<file path="config.mk">
export PLATFORM = sky130hd
export DESIGN_NAME = id_ex_stage
export DESIGN_NICKNAME = d
export VERILOG_FILES = /design/src/rtl/id_ex_stage.sv
export SDC_FILE = /design/constraint.sdc
export NUM_CORES = 1
export LEC_CHECK = 0
export CORE_MARGIN = 5
export CORE_UTILIZATION = 50
export CTS_CLUSTER_DIAMETER = 30
export DETAILED_ROUTE_END_ITERATION = 7
export GPL_TIMING_DRIVEN = 0
export PLACE_DENSITY = 0.87
export SYNTH_ARGS = -nofsm -noshare
export SYNTH_HDL_FRONTEND = slang
export SYNTH_SLANG_ARGS = --single-unit
</file>
<file path="constraint.sdc">
create_clock -name clk -period 4.1 [get_ports clk]
set_input_delay 0.41 -clock clk [delete_from_list [all_inputs] [get_ports clk]]
set_output_delay 0.41 -clock clk [all_outputs]
set_load 0.02 [all_outputs]
</file>
<file path="src/rtl/id_ex_stage.sv">
`default_nettype none
//------------------------------------------------------------------------------
// Module      : id_ex_stage
// Description : ID/EX pipeline stage. It registers one decoded ALU op per
//               cycle and presents ctrl/in_1/in_2 to the combinational ALU.
//               Valid/ready handshakes are used on both sides. A MAIN+SKID
//               pair of slots keeps full throughput under backpressure.
//               Optional writeback bypass is enabled by defining FORWARD_EN.
//               ctrl is passed through unchanged; its encoding belongs to the
//               ALU (`AND/`OR/`ADD/`SUB).
// Revision    : 1.0 - initial release
//------------------------------------------------------------------------------

`ifndef DATA_SIZE
`define DATA_SIZE 32
`endif

module id_ex_stage #(
    parameter int DATA_W = `DATA_SIZE,
    parameter int REG_AW = 5
) (
    input  logic              clk,
    input  logic              rst_n,
    input  logic              flush,
    input  logic              in_valid,
    output logic              in_ready,
    input  logic [1:0]        in_ctrl,
    input  logic [REG_AW-1:0] in_rs1_addr,
    input  logic [REG_AW-1:0] in_rs2_addr,
    input  logic [DATA_W-1:0] in_rs1_data,
    input  logic [DATA_W-1:0] in_rs2_data,
    input  logic [DATA_W-1:0] in_imm,
    input  logic              in_use_imm,
    input  logic [REG_AW-1:0] in_rd_addr,
    input  logic              in_rd_we,
    input  logic              fwd_valid,
    input  logic [REG_AW-1:0] fwd_rd_addr,
    input  logic [DATA_W-1:0] fwd_data,
    output logic [1:0]        alu_ctrl,
    output logic [DATA_W-1:0] alu_in_1,
    output logic [DATA_W-1:0] alu_in_2,
    output logic              out_valid,
    input  logic              out_ready,
    output logic [REG_AW-1:0] out_rd_addr,
    output logic              out_rd_we
);

    // Payload of one held op; op2 already reflects the imm/rs2 selection.
    typedef struct packed {
        logic [1:0]        ctrl;
        logic [REG_AW-1:0] rs1;
        logic [REG_AW-1:0] rs2;
        logic [DATA_W-1:0] op1;
        logic [DATA_W-1:0] op2;
        logic              use_imm;
        logic [REG_AW-1:0] rd;
        logic              we;
    } slot_t;

    logic  r_main_valid;
    logic  r_skid_valid;
    slot_t r_main;
    slot_t r_skid;

    slot_t w_in_slot;
    slot_t w_in_fwd;
    slot_t w_main_fwd;
    slot_t w_skid_fwd;
    logic  w_accept;
    logic  w_consume;

    assign in_ready  = !r_skid_valid;
    assign w_accept  = in_valid && in_ready;
    assign w_consume = r_main_valid && out_ready;

    // Pack the incoming op, selecting the immediate or rs2 as the second operand.
    always_comb begin
        w_in_slot         = '0;
        w_in_slot.ctrl    = in_ctrl;
        w_in_slot.rs1     = in_rs1_addr;
        w_in_slot.rs2     = in_rs2_addr;
        w_in_slot.op1     = in_rs1_data;
        w_in_slot.op2     = in_use_imm ? in_imm : in_rs2_data;
        w_in_slot.use_imm = in_use_imm;
        w_in_slot.rd      = in_rd_addr;
        w_in_slot.we      = in_rd_we;
    end

`ifdef FORWARD_EN
    logic w_fwd_live;

    // x0 is hardwired to zero, so a write to it must never be bypassed.
    assign w_fwd_live = fwd_valid && (fwd_rd_addr != '0);

    // Replace operands whose source register is being written back this cycle.
    function automatic slot_t f_bypass(input slot_t s, input logic live,
                                       input logic [REG_AW-1:0] addr,
                                       input logic [DATA_W-1:0] data);
        slot_t r;
        r = s;
        if (live && (s.rs1 == addr))
            r.op1 = data;
        if (live && !s.use_imm && (s.rs2 == addr))
            r.op2 = data;
        return r;
    endfunction

    assign w_in_fwd   = f_bypass(w_in_slot, w_fwd_live, fwd_rd_addr, fwd_data);
    assign w_main_fwd = f_bypass(r_main,    w_fwd_live, fwd_rd_addr, fwd_data);
    assign w_skid_fwd = f_bypass(r_skid,    w_fwd_live, fwd_rd_addr, fwd_data);
`else
    logic w_unused_fwd;

    assign w_in_fwd   = w_in_slot;
    assign w_main_fwd = r_main;
    assign w_skid_fwd = r_skid;

    // Without the bypass the writeback port and stored source fields have no reader.
    assign w_unused_fwd = ^{fwd_valid, fwd_rd_addr, fwd_data,
                            r_main.rs1, r_main.rs2, r_main.use_imm,
                            r_skid.rs1, r_skid.rs2, r_skid.use_imm};
`endif

    // Slot valid bits: flush empties both; otherwise fill/drain in op order.
    always_ff @(posedge clk or negedge rst_n) begin
        if (!rst_n) begin
            r_main_valid <= 1'b0;
            r_skid_valid <= 1'b0;
        end else if (flush) begin
            r_main_valid <= 1'b0;
            r_skid_valid <= 1'b0;
        end else if (!r_main_valid || w_consume) begin
            // A valid SKID implies in_ready=0, so no accept can coincide with the move.
            if (r_skid_valid) begin
                r_main_valid <= 1'b1;
                r_skid_valid <= 1'b0;
            end else begin
                r_main_valid <= w_accept;
            end
        end else if (w_accept) begin
            r_skid_valid <= 1'b1;
        end
    end

    // Slot payloads: hold on flush, otherwise move ops and apply writeback bypass.
    always_ff @(posedge clk or negedge rst_n) begin
        if (!rst_n) begin
            r_main <= '0;
            r_skid <= '0;
        end else if (!flush) begin
            if (!r_main_valid || w_consume) begin
                if (r_skid_valid)
                    r_main <= w_skid_fwd;
                else if (w_accept)
                    r_main <= w_in_fwd;
                else
                    r_main <= w_main_fwd;
            end else begin
                r_main <= w_main_fwd;
                if (w_accept)
                    r_skid <= w_in_fwd;
                else
                    r_skid <= w_skid_fwd;
            end
        end
    end

    assign out_valid   = r_main_valid;
    assign alu_ctrl    = r_main.ctrl;
    assign alu_in_1    = r_main.op1;
    assign alu_in_2    = r_main.op2;
    assign out_rd_addr = r_main.rd;
    assign out_rd_we   = r_main.we;

endmodule

`default_nettype wire

</file>
==> summary.txt <==
Run status
  – Status: complete, but fails checks
  – Violated checks: negative hold slack

Worst setup path
  – Critical Path End Type: output port
  – Critical Path Fanout Max: 10
  – CP Data Arrival Time: 2.07 ns
  – CP Launch Type: register
  – Worst reg2reg path depth: 6
  – Setup Crit Path Kind: register to output port
  – Critical Path RT: 3.69 ns

Layout
  – Layout cells sized above 1: 22.2%
  – Fill cells: 929
  – Commonest non-fill, non-tap cell in the layout: clkdlybuf4s50_1
  – Ant diodes: 0
  – Most frequent cells in the layout: clkdlybuf4s50_1, dfrtp_1, o21ai_0
  – Utilization after layout: 71.9%
  – Nets: 878
  – Layout area overhead: 40.1%

STA
  – Max-slew headroom: 54.3%
  – Final worst-path cycle share: 60.4%
  – Final min period: 2.48 ns
  – RSZ-0062 raised after global routing: false
  – Slew @ Worst Pin: 0.686 ns
  – Fin. max-slew vios: 0
  – Worst Skew: 0.00578 ns
  – Hold Fails Final Rpt: 1
  – WHS: -0.000836 ns
  – Setup tns final: 0 ns
  – # setup viols final: 0
  – Peak Freq: 0.404 GHz

Routing
  – DR vias/cell: 5.58
  – Wirelength per Cell: 20.6 um
  – Detailed-route DRC error count: 0
  – Initial DRC Count: 449
  – Pre-antenna DRT Iters: 5
  – Post-Route WL: 18700 um
  – Routed vias: 5068
  – Post-route antenna net violation count: 0

Placement
  – GP Congestion: 0.792
  – IO Port Bufs: 182
  – DP HPWL: 12900 um

Global routing
  – GRT Util Overall: 23.5%
  – Remaining global-route overflow: 0
  – Largest net degree at the start of global routing: 77
  – Vias in the first global route: 5518
  – First-pass GRT wire length: 29800 um
  – Initial antenna violation count: 0

Yosys
  – Mapped Area: 6850 um2
  – Synthesized netlist cell count: 518
  – Yosys reg bits: 146
  – Warnings from Yosys: 0
  – Register area share after synthesis: 53.4%
  – Post-synthesis net count: 676
  – Syn_area_per_cell: 13.2 um2
  – Synth top area cells: dfrtp_1, mux2_4, mux2i_1, o21ai_0, mux2_2
  – Post-synth top area cell: dfrtp_1
  – Cell variety after synth: 20
  – Synth top area share: 53.4%

Clocking
  – Max H-tree Level: 4
  – Cell chosen for the clock root: clkbuf_16
  – Clock Sinks: 146
  – Post-CTS Setup Bufs: 0
  – TritonCTS buffer count: 17
  – Post-CTS resize count: 0
  – TritonCTS clock tree: done
  – Clk slew on worst S/H paths: 0.06 ns
  – Hold buffer count at CTS: 0
  – Clk_lat worst skew: 0.42 ns
  – Maximum clock path buffer count: 2

Pwr
  – P_leak: 4.36 nW
  – Clock power share: 36.6%
  – Max VDD drop: 450 uV
  – Sw Pwr: 0.00126 W
  – Sw Ratio: 26.2%
  – Combinational power share: 23.1%
  – Sequential Power Share: 40.3%
  – Pint: 0.00355 W
  – Pwr per Cell Area: 501 nW/um2

Floorplan
  – Die W: 127 um
  – Die height: 127 um
  – Die area: 16100 um2
  – Initial Util: 51.3%
  – Rows: 42
  – Core area: 13300 um2
  – Boundary Pins: 232

Run
  – Max cap viols: 0

Worst hold path
  – Hold WC Path Type: input pin to asynchronous set/reset pin
==> Yosys cell counts, drive strengths merged <==
library cell  number
clkbuf            17
or2                1
mux2i             72
nor2b              1
nor3               1
o21bai             1
nor3b              1
inv                1
o21ai            144
dfrtp            146
mux2             104
nand3              1
nor2               2
buf               26
==> critical path, stage by stage (launching register included) <==
cell and delay (ns):
dfrtp_1 0.36, buf_4 0.17, inv_2 0.13, buf_2 0.32
clkdlybuf4s50_1 0.68
==> metal layers <==
| metal | wire length, um | vias up | track usage (%) |
|---|---|---|---|
| met4 | 410 | 0 | 7.19 |
| met5 | 0 | - | 0 |
| li1 | - | 2273 | - |
| met3 | 1010 | 34 | 6.39 |
| met2 | 9740 | 187 | 40.0 |
| met1 | 7560 | 2574 | 29.2 |
==> cell type report <==
cell class	instances	area (um2)	share of cell area, %
repair buffers	183	1850	19.3
multi-input cells	328	2940	30.6
inverters	1	3.75	0.0391
clock buffers	19	443	4.62
well taps	176	220	2.30
clock inverters	13	231	2.41
plain buffers	43	250	2.61
flip-flops and latches	146	3650	38.1
==> final timing paths <==
| kind | slack (ns) | start | to |
|---|---|---|---|
| min in group clk | 0.51 | r_skid[16] | r_skid[16] |
| worst max-delay path | 1.62 | r_skid_valid | in_ready |
| max in group asynchronous | 3.31 | rst_n | out_rd_addr[4] |
| worst min-delay path | -0.0008 | rst_n | alu_in_2[14] |
| worst max register to register | 2.36 | r_skid_valid | alu_in_1[6] |
| worst min register to register | 0.51 | r_skid[16] | r_skid[16] |
==> flip-flops by register name, summed over array words and instances (netlist names) <==
signal / count
alu_ctrl: 2
r_skid: 72
alu_in_1: 32
out_rd_we: 1
out_valid: 1
out_rd_addr: 5
alu_in_2: 32
r_skid_valid: 1
==> kinds of logic (layout without fill, tap and decap cells) <==
logic type             Yosys count  in the layout  synth area share (%)
flip-flops                     146            146                  53.4
AO/OA/AOI/OAI                  145            145                  10.6
buffers and inverters           44            259                  3.71
multiplexers                   176            176                  31.5
AND/OR/NAND/NOR                  7              7                 0.804
==> power groups by stage <==
stage               registers (W)  clock network (W)  logic (W)
global placement          0.00192                  0    0.00106
global route              0.00197            0.00186    0.00118
finish                    0.00194            0.00176    0.00111
CTS                       0.00193            0.00178    0.00112
detailed placement        0.00194                  0    0.00110
floorplan                 0.00204                  0   0.000471
==> stage by stage <==
step           instances  hold slack (ns)  power, W  cell area, um2  setup WS, ns
2_1_floorplan        518            0.114   0.00252            6850          2.57
3_3_place_gp         876            0.489   0.00299            8890         -2.92
3_5_place_dp         877            0.466   0.00305            8920          1.92
4_1_cts              909           0.0236   0.00483            9590          1.59
5_1_grt              909           0.0433   0.00501            9590          1.54
6_report             909        -0.000836   0.00481            9590          1.62
Power figures use the tool's default switching activity.
